File: src/rtl/jogo_pkg.sv
`default_nettype none
// +----------------------------------------------------------------------------+
// | Package     : jogo_pkg                                                     |
// | Description : Shared types and constants for the memory-game input stage: |
// |               capture FSM state encoding, default key width, width of the  |
// |               debug state code, and the state-to-debug-code helper.        |
// | Revision    : 1.0 - initial release                                        |
// +----------------------------------------------------------------------------+
package jogo_pkg;

  // Default number of key lines.
  localparam int LARGURA_PADRAO = 4;

  // Width of the state code shown on the 7-segment debug display.
  localparam int DB_LARGURA = 4;

  // Capture FSM states; the numeric codes are what the debug display shows.
  typedef enum logic [1:0] {
    OCIOSO         = 2'd0,
    FILTRANDO      = 2'd1,
    REGISTRA       = 2'd2,
    AGUARDA_SOLTAR = 2'd3
  } estado_t;

  // Zero-extends a state to the debug display code width.
  function automatic logic [DB_LARGURA-1:0] codigo_debug(input estado_t e);
    return DB_LARGURA'(e);
  endfunction

endpackage
`default_nettype wire

File: src/rtl/captura_jogada_if.sv
`default_nettype none
// +----------------------------------------------------------------------------+
// | Interface   : captura_jogada_if                                            |
// | Description : Key-capture bus between the raw key inputs, the capture     |
// |               stage and the game circuit.                                  |
// |   habilita        : capture enable (towards capture stage)                 |
// |   chaves          : raw asynchronous key lines (towards capture stage)     |
// |   jogada          : last accepted play (from capture stage)                |
// |   jogada_feita    : one-cycle valid-play pulse                             |
// |   jogada_invalida : one-cycle rejected-play pulse                          |
// |   ocupado         : capture stage is not idle                              |
// |   db_estado       : current state code for the debug display               |
// |   Modports: master (drives keys/enable), slave (the capture stage).       |
// | Revision    : 1.0 - initial release                                        |
// +----------------------------------------------------------------------------+
interface captura_jogada_if
  import jogo_pkg::*;
#(
  parameter int LARGURA = LARGURA_PADRAO
);

  logic                  habilita;
  logic [LARGURA-1:0]    chaves;
  logic [LARGURA-1:0]    jogada;
  logic                  jogada_feita;
  logic                  jogada_invalida;
  logic                  ocupado;
  logic [DB_LARGURA-1:0] db_estado;

  modport master (
    output habilita,
    output chaves,
    input  jogada,
    input  jogada_feita,
    input  jogada_invalida,
    input  ocupado,
    input  db_estado
  );

  modport slave (
    input  habilita,
    input  chaves,
    output jogada,
    output jogada_feita,
    output jogada_invalida,
    output ocupado,
    output db_estado
  );

endinterface
`default_nettype wire

File: src/rtl/captura_jogada_sincronizador.sv
`default_nettype none
// +----------------------------------------------------------------------------+
// | Module      : sincronizador                                                |
// | Description : Two-flop synchroniser for a bus of independent asynchronous |
// |               lines. Output is the input delayed by two clock edges.       |
// |   clock : system clock, rising edge                                        |
// |   reset : synchronous, active-high; clears both stages                     |
// |   d     : asynchronous input lines                                         |
// |   q     : synchronised lines                                               |
// | Revision    : 1.0 - initial release                                        |
// +----------------------------------------------------------------------------+
module sincronizador #(
  parameter int LARGURA = 4
) (
  input  logic               clock,
  input  logic               reset,
  input  logic [LARGURA-1:0] d,
  output logic [LARGURA-1:0] q
);

  logic [LARGURA-1:0] meta_q, meta_d;
  logic [LARGURA-1:0] sinc_q, sinc_d;

  always_comb begin
    meta_d = d;
    sinc_d = meta_q;
  end

  always_ff @(posedge clock) begin
    if (reset) begin
      meta_q <= '0;
      sinc_q <= '0;
    end else begin
      meta_q <= meta_d;
      sinc_q <= sinc_d;
    end
  end

  assign q = sinc_q;

endmodule
`default_nettype wire

File: src/rtl/captura_jogada.sv
`default_nettype none
// +----------------------------------------------------------------------------+
// | Module      : captura_jogada                                               |
// | Description : Input stage of the memory-game datapath. Synchronises and   |
// |               debounces the key lines, captures each press as one stable   |
// |               play with a single-cycle pulse, and requires a debounced     |
// |               full release before the next play is accepted.               |
// |   clock : system clock, rising edge                                        |
// |   reset : synchronous, active-high                                         |
// |   bus   : captura_jogada_if.slave (habilita, chaves in; jogada,           |
// |           jogada_feita, jogada_invalida, ocupado, db_estado out)           |
// |   Optional macro CAPTURA_JOGADA_ONEHOT_EN: non-one-hot patterns pulse     |
// |   jogada_invalida instead of jogada_feita.                                 |
// | Revision    : 1.0 - initial release                                        |
// +----------------------------------------------------------------------------+
module captura_jogada
  import jogo_pkg::*;
#(
  parameter int DEBOUNCE_CYCLES = 20,
  parameter int LARGURA         = LARGURA_PADRAO
) (
  input  logic            clock,
  input  logic            reset,
  captura_jogada_if.slave bus
);

  localparam int                CONT_W      = $clog2(DEBOUNCE_CYCLES + 1);
  localparam logic [CONT_W-1:0] CONT_LIMITE = CONT_W'(DEBOUNCE_CYCLES - 1);

  logic [LARGURA-1:0] chaves_s;

  estado_t            estado_q,   estado_d;
  logic [CONT_W-1:0]  contador_q, contador_d;
  logic [LARGURA-1:0] amostra_q,  amostra_d;
  logic [LARGURA-1:0] jogada_q,   jogada_d;
  logic               amostra_valida;

  sincronizador #(
    .LARGURA (LARGURA)
  ) u_sincronizador (
    .clock (clock),
    .reset (reset),
    .d     (bus.chaves),
    .q     (chaves_s)
  );

  always_comb begin
    estado_d   = estado_q;
    contador_d = contador_q;
    amostra_d  = amostra_q;
    jogada_d   = jogada_q;

    case (estado_q)
      OCIOSO: begin
        if (bus.habilita && (chaves_s != '0)) begin
          amostra_d  = chaves_s;
          contador_d = '0;
          estado_d   = FILTRANDO;
        end
      end

      FILTRANDO: begin
        // Mismatch takes priority over reaching the limit, so a pattern
        // change on the final edge is treated as a bounce.
        if (!bus.habilita || (chaves_s != amostra_q)) begin
          estado_d = OCIOSO;
        end else if (contador_q == CONT_LIMITE) begin
          jogada_d = amostra_q;
          estado_d = REGISTRA;
        end else begin
          contador_d = contador_q + 1'b1;
        end
      end

      REGISTRA: begin
        contador_d = '0;
        estado_d   = AGUARDA_SOLTAR;
      end

      AGUARDA_SOLTAR: begin
        // Any nonzero sample restarts the release window; habilita is
        // deliberately not consulted here.
        if (chaves_s != '0) begin
          contador_d = '0;
        end else if (contador_q == CONT_LIMITE) begin
          estado_d = OCIOSO;
        end else begin
          contador_d = contador_q + 1'b1;
        end
      end

      default: estado_d = OCIOSO;
    endcase
  end

  always_ff @(posedge clock) begin
    if (reset) begin
      estado_q   <= OCIOSO;
      contador_q <= '0;
      amostra_q  <= '0;
      jogada_q   <= '0;
    end else begin
      estado_q   <= estado_d;
      contador_q <= contador_d;
      amostra_q  <= amostra_d;
      jogada_q   <= jogada_d;
    end
  end

`ifdef CAPTURA_JOGADA_ONEHOT_EN
  assign amostra_valida      = $onehot(amostra_q);
  assign bus.jogada_invalida = (estado_q == REGISTRA) && !amostra_valida;
`else
  assign amostra_valida      = 1'b1;
  assign bus.jogada_invalida = 1'b0;
`endif

  assign bus.jogada_feita = (estado_q == REGISTRA) && amostra_valida;
  assign bus.jogada       = jogada_q;
  assign bus.ocupado      = (estado_q != OCIOSO);
  assign bus.db_estado    = codigo_debug(estado_q);

endmodule
`default_nettype wire

File: src/flat_wrapper.sv
// flat-port wrapper written by rule: the top's interface ports become plain ports
module captura_jogada_flat import jogo_pkg::*;
#(
  parameter int DEBOUNCE_CYCLES = 20,
  parameter int LARGURA         = LARGURA_PADRAO
)
  (clock, reset, bus_habilita, bus_chaves, bus_jogada, bus_jogada_feita, bus_jogada_invalida, bus_ocupado, bus_db_estado);
  captura_jogada_if #(.LARGURA(LARGURA)) bus_i ();
  input  logic clock;
  input  logic reset;
  input wire logic [$bits(bus_i.habilita)-1:0] bus_habilita;
  input wire logic [$bits(bus_i.chaves)-1:0] bus_chaves;
  output wire logic [$bits(bus_i.jogada)-1:0] bus_jogada;
  output wire logic [$bits(bus_i.jogada_feita)-1:0] bus_jogada_feita;
  output wire logic [$bits(bus_i.jogada_invalida)-1:0] bus_jogada_invalida;
  output wire logic [$bits(bus_i.ocupado)-1:0] bus_ocupado;
  output wire logic [$bits(bus_i.db_estado)-1:0] bus_db_estado;
  assign bus_i.habilita = bus_habilita;
  assign bus_i.chaves = bus_chaves;
  assign bus_jogada = bus_i.jogada;
  assign bus_jogada_feita = bus_i.jogada_feita;
  assign bus_jogada_invalida = bus_i.jogada_invalida;
  assign bus_ocupado = bus_i.ocupado;
  assign bus_db_estado = bus_i.db_estado;
  captura_jogada #(.DEBOUNCE_CYCLES(DEBOUNCE_CYCLES), .LARGURA(LARGURA)) u_core (.clock(clock), .reset(reset), .bus(bus_i));
endmodule
File: config.mk
export PLATFORM = sky130hd
export DESIGN_NAME = captura_jogada_flat
export DESIGN_NICKNAME = d
export VERILOG_FILES = /design/src/rtl/jogo_pkg.sv /design/src/rtl/captura_jogada_if.sv /design/src/rtl/captura_jogada_sincronizador.sv /design/src/rtl/captura_jogada.sv /design/src/flat_wrapper.sv
export SDC_FILE = /design/constraint.sdc
export NUM_CORES = 1
export LEC_CHECK = 0
export CORE_AREA = 2 2 48 50
export DETAILED_ROUTE_END_ITERATION = 12
export DIE_AREA = 0 0 50 52
export PLACE_DENSITY = 0.73
export SLEW_MARGIN = 20
export SYNTH_ARGS = -nofsm -noshare
export SYNTH_HDL_FRONTEND = slang
export SYNTH_SLANG_ARGS = --single-unit
File: constraint.sdc
create_clock -name clock -period 2.09 [get_ports clock]
set_input_delay 0.5225 -clock clock [delete_from_list [all_inputs] [get_ports clock]]
set_output_delay 0.5225 -clock clock [all_outputs]
set_load 0.03 [all_outputs]
Word level (Yosys, flattened, before mapping) --
Index checks and enable logic that the tools add are counted.
Word-level totals: word-level logic and storage cells 39, input port bits 7, register bits 23
Operators by class: multiplexer cells 11, bitwise operators 1, reductions and logical operators 10, add/subtract/negate cells 1, eq/ne operators 10
Operator list (count):
- 5-bit two-way mux | 4
- 5-bit case mux with 4 select lines | 1
- 2-bit two-way mux | 5
- 2-bit case mux with 4 select lines | 1
- 5-bit by 1-bit adder with 5-bit output (second input constant) | 1
- 5-bit equality test (second input constant) | 1
- 2-bit equality test (second input constant) | 2
- 2-bit by 1-bit inequality test with 1-bit output (second input constant) | 2
- 2-bit inequality test (second input constant) | 2
- 4-bit inequality test | 1
- 2-bit AND reduction | 2
- 4-bit AND reduction | 1
- 4-bit nonzero test | 1
- 3-bit by 1-bit inequality test with 1-bit output (second input constant) | 1
- 3-bit AND reduction | 1
- 2-bit by 1-bit equality test with 1-bit output (second input constant) | 1
- 2-bit logical NOT | 1
- 2-bit nonzero test | 1
- 1-bit logical AND | 1
- 1-bit logical NOT | 1
- 1-bit logical OR | 1
- 1-bit inverter | 1

Depth between registers and ports, before layout --
depth in word-level cells 4, gate-level depth with buffers 5, mapped depth without buffers 5

Hierarchy --
Synthesis repeated with hierarchy kept, for this count alone.
Unflattened totals: cell total of the unflattened synthesis 97, area, all modules 963.4 um^2
Modules (own cells, without submodules):
- captura_jogada | seq. area each 300.3 um^2, cells an instance 81, area each 753.2 um^2, instances 1
- sincronizador | seq. area each 160.2 um^2, cells an instance 16, area each 210.2 um^2, instances 1

Least setup slack after synthesis --
OpenSTA, ideal clock, no wires.
kind reg-to-reg, from reg with a tool-made name, to reg u_core.contador_q[1], clock period less this slack 1.643 ns, arrival time 1.524 ns, slack 0.447 ns, setup time 0.119 ns, data required time 1.971 ns, cell stages (with the launch flop) 6, path through dfxtp_1 -> inv_1 -> o21ai_0 -> and2b_2 -> o21ai_0 -> a21oi_1
RTL lines:
- to (signal assigned) | line captura_jogada.sv:104 | contador_q <= contador_d;
- to (decl) | line captura_jogada.sv:33 | logic [CONT_W-1:0] contador_q, contador_d;

Worst setup path after layout --
from reg u_core.estado_q[0], to out bus_db_estado[0]
RTL lines:
- from (decl) | line captura_jogada.sv:32 | estado_t estado_q, estado_d;
- from (signal assigned) | line captura_jogada.sv:103 | estado_q <= estado_d;
- to (decl) | line flat_wrapper.sv:17 | output wire logic [$bits(bus_i.db_estado)-1:0] bus_db_estado;
No word-level cell between the ends.

==> parameters.txt <==
Parameter                              Value

Outcome
  Outcome    finished clean

Worst setup path
  Reg2reg path depth    4
  Critical-path cell with the highest stage delay    sky130_fd_sc_hd__clkdlybuf4s50_1
  Critical path class    flop to output port
  Data arrival, critical path    1.47 ns
  CP Depth    1
  Cell Chain, Critical Path    clkdlybuf4s50_1
  Setup crit end kind    output port
  Termination of the worst setup path    bus_db_estado[0]
  Worst r2r src    u_core.u_sincronizador.q[0]
  Worst-path fanout max    7
  Startpoint type of the worst setup path    flop
  End of the worst register-to-register path    u_core.contador_q[4]
  Crit path buffers/inverters    1
  Critical Path Source    u_core.estado_q[0]
  Worst endpoint required time    1.57 ns
  Critical Path Max Stage Delay    0.71 ns
  Flop-to-flop setup slack    0.33 ns
  Crit-path leading delay family    buffers and inverters

Drt
  Highest layer used for signal routing    met4
  WL/cell    10.9 um
  Via Count    around 720
  Starting DRC count in detailed routing    6
  Remaining antenna violation count after routing    0
  Metal2 WL    714 um
  Residual DRC    0
  Final WL    between 1500 and 2000 um
  Avg Vias per Cell    roughly 5.0
  Detailed route wirelength on metal3    62 um
  Drt pass-1 iters    4
  M1 WL    around 750 um

GRT
  Overall overflow remaining after global route    0
  Tot GR Track Use    0.136
  Wire length of the first global-routing pass    2580 um
  Maximum number of pins on one net before global-route repair    18
  Number of antenna violations at the first check in global routing    0
  Vias in the first global route    599

Pwr
  Worst VDD drop    0.351 mV
  Total power density per cell area    about 640 nW/um2
  Psw    0.000180 W
  Combinational Power Share    0.112
  Power share of the sequential group    0.616
  Final total power    0.000741 W
  Cell-internal power    0.000561 W
  Switching part of the total power    0.243
  Pleak    ~0.49 nW
  Proportion of power drawn by the clock network    0.272

Hold path
  Worst hold path type    flop to flop

Placement
  Worst slack, placed    -0.00134 ns
  # port buffers    14
  Half-perimeter wire length after detailed placement    1200 um
  Routability-driven placement congestion ratio    0.848
  Cell area reported after detailed placement    1130 um2

Timing
  Tightest slew margin relative to the limit    0.644
  Number of endpoints with negative hold slack in the final report    0
  Largest clock skew in the final design    approximately 0.0055 ns
  Post-layout min period    1.99 ns
  Total setup violations reported at the end of the flow    0
  Setup repair after global routing missed its margin    false
  Max-slew violation total from the final report    0
  Setup ws final    0.0990 ns
  Post-route fraction of the period consumed by the critical path    0.953
  Worst slew pin tran    between 0.5 and 0.6 ns
  F_max    502 MHz

Clocking
  CTS tree    done
  Root buffer cell    sky130_fd_sc_hd__clkbuf_4
  Number of hold buffers added after cts    0
  Latest clock arrival within the worst-skew pair    0.31 ns
  Number of H-tree levels    1
  Clock buffer count from CTS    3
  Max Root-Sink Buffers    2
  Clock slew at the register clock pins of the worst setup and hold paths    0.11 ns
  Total clock sinks    23

Floorplanning
  Io pins    18
  # rows    17
  Die Span Y    roughly 52 um
  Effective utilization at floorplan    0.459
  Die area    2600 um2
  Placeable core area    2110 um2
  Overall die width    50 um

Layout
  Top library cells by usage in the layout, fill and taps aside    sky130_fd_sc_hd__dfxtp_1 (23), sky130_fd_sc_hd__nor2_1 (13), sky130_fd_sc_hd__clkdlybuf4s50_1 (12)
  Most common cell after layout, fill and taps aside    sky130_fd_sc_hd__dfxtp_1
  Area of all placed cells without fillers    1150 um2
  Total inserted antenna cells    0
  Number of nets in the layout    125
  Fraction of layout cells with a size suffix above 1    0.112
  Area growth, synth to finish    19.3%

Yosys
  Area contributors post-synth    sky130_fd_sc_hd__dfxtp_1 (48%), sky130_fd_sc_hd__mux2i_1 (8.3%), sky130_fd_sc_hd__nor2b_1 (5.2%), sky130_fd_sc_hd__nor2_1 (5.0%), sky130_fd_sc_hd__a21oi_1 (3.1%)
  Synth Area per Inst    9.87 um2
  Gate count after technology mapping    98
  Sequential-to-total area share from yosys stat    0.476
  Synthesis-stage register bit count    23
  Count of cell types in the netlist    30
  Count of warnings emitted by yosys    0
  Area fraction of the dominant cell type after synthesis    0.476
  Cell taking the most area after synthesis    sky130_fd_sc_hd__dfxtp_1
  Mapped cell area    slightly below 1000 um2

Run
  Maximum capacitance violations    0
per-stage QoR:
| step | hold slack [ns] | utilization | setup TNS [ns] | instances |
|---|---|---|---|---|
| final | 0.450 | 0.548 | 0 | 144 |
| after global routing | 0.467 | 0.548 | 0 | 144 |
| after CTS | 0.454 | 0.548 | 0 | 144 |
| after detailed placement | 0.426 | 0.537 | -0.00134 | 140 |
| after global placement | 0.421 | 0.537 | 0 | 140 |
| after floorplan | 0.414 | - | 0 | 100 |
cells by family (layout without fill, tap and decap cells):
| kind of cell | after synthesis | in the layout | synth area share |
|---|---|---|---|
| and+or+nand+nor | 40 | 40 | 0.247 |
| DFF | 23 | 23 | 0.476 |
| AOI/OAI and AO/OA | 15 | 15 | 0.0931 |
| muxes | 8 | 8 | 0.0828 |
| buffers and inverters | 6 | 22 | 0.0479 |
| xor gates and xnor gates | 4 | 4 | 0.0362 |
| adders and majority gates | 1 | 1 | 0.0129 |
| other | 1 | 3 | 0.00388 |
worst min path at each step:
| stage | cells past startpoint | to | from | slack (ns) |
|---|---|---|---|---|
| 4_1_cts | 1 | u_core.u_sincronizador.q[2] | u_core.u_sincronizador.meta_q[2] | 0.45 |
| 5_1_grt | 1 | u_core.u_sincronizador.q[3] | u_core.u_sincronizador.meta_q[3] | 0.47 |
| 6_report | 1 | u_core.u_sincronizador.q[1] | u_core.u_sincronizador.meta_q[1] | 0.45 |
| 3_5_place_dp | 1 | u_core.u_sincronizador.q[2] | u_core.u_sincronizador.meta_q[2] | 0.43 |
| 2_1_floorplan | 1 | u_core.u_sincronizador.q[0] | u_core.u_sincronizador.meta_q[0] | 0.41 |
| 3_3_place_gp | 1 | u_core.u_sincronizador.q[3] | u_core.u_sincronizador.meta_q[3] | 0.42 |
cell usage after synthesis (all sizes together):
cell,count
and2b,3
dlygate4sd1,1
and4bb,1
nand4,1
nand4b,1
a21oi,6
nand2,1
and3,1
nor4,1
nor2b,8
a211o,1
inv,1
nor2,13
xor2,3
nand3,4
or2,1
o21ai,6
nand3b,1
o41ai,1
mux2i,8
or4,2
dfxtp,23
buf,4
a211oi,1
ha,1
xnor2,1
nor3,2
conb,1
layout make-up:
| type | count | area, um2 |
|---|---|---|
| Fill cell | 187 | 952 |
| Multi-Input combinational cell | 71 | 468 |
| Sequential cell | 23 | 460 |
| Inverter | 1 | 3.75 |
| Tap cell | 28 | 35.0 |
| Clock buffer | 4 | 26.3 |
| Timing Repair Buffer | 17 | 160 |
flip-flops by register name, summed over array words and instances (netlist names), named ones only:
name and count:
u_core.contador_q 5, u_core.amostra_q 4, u_core.bus.jogada 4, u_core.u_sincronizador.meta_q 4, u_core.u_sincronizador.q 4, u_core.estado_q 1
power by group through the flow:
stage	sequential (W)	clock, W	combinational [W]
after floorplan	0.000467	0	0.0000597
after global placement	0.000466	0	0.0000819
after detailed placement	0.000467	0	0.0000837
after CTS	0.000457	0.000209	0.0000833
after global routing	0.000459	0.000230	0.0000894
final	0.000457	0.000202	0.0000828
routing by layer:
layer	GRT usage	vias to the layer above
li1	-	371
met1	0.171	327
met2	0.193	19
met3	0.0345	5
met4	0.116	0
met5	0	-
repair_timing:
item                                    4_1_cts  5_1_grt
buffers inserted                              0        0
endpoints found under the setup margin        2        0
endpoints found under the hold margin         0        0
resized for setup                             2        0
No activity file was read; power rests on OpenSTA's default activity.
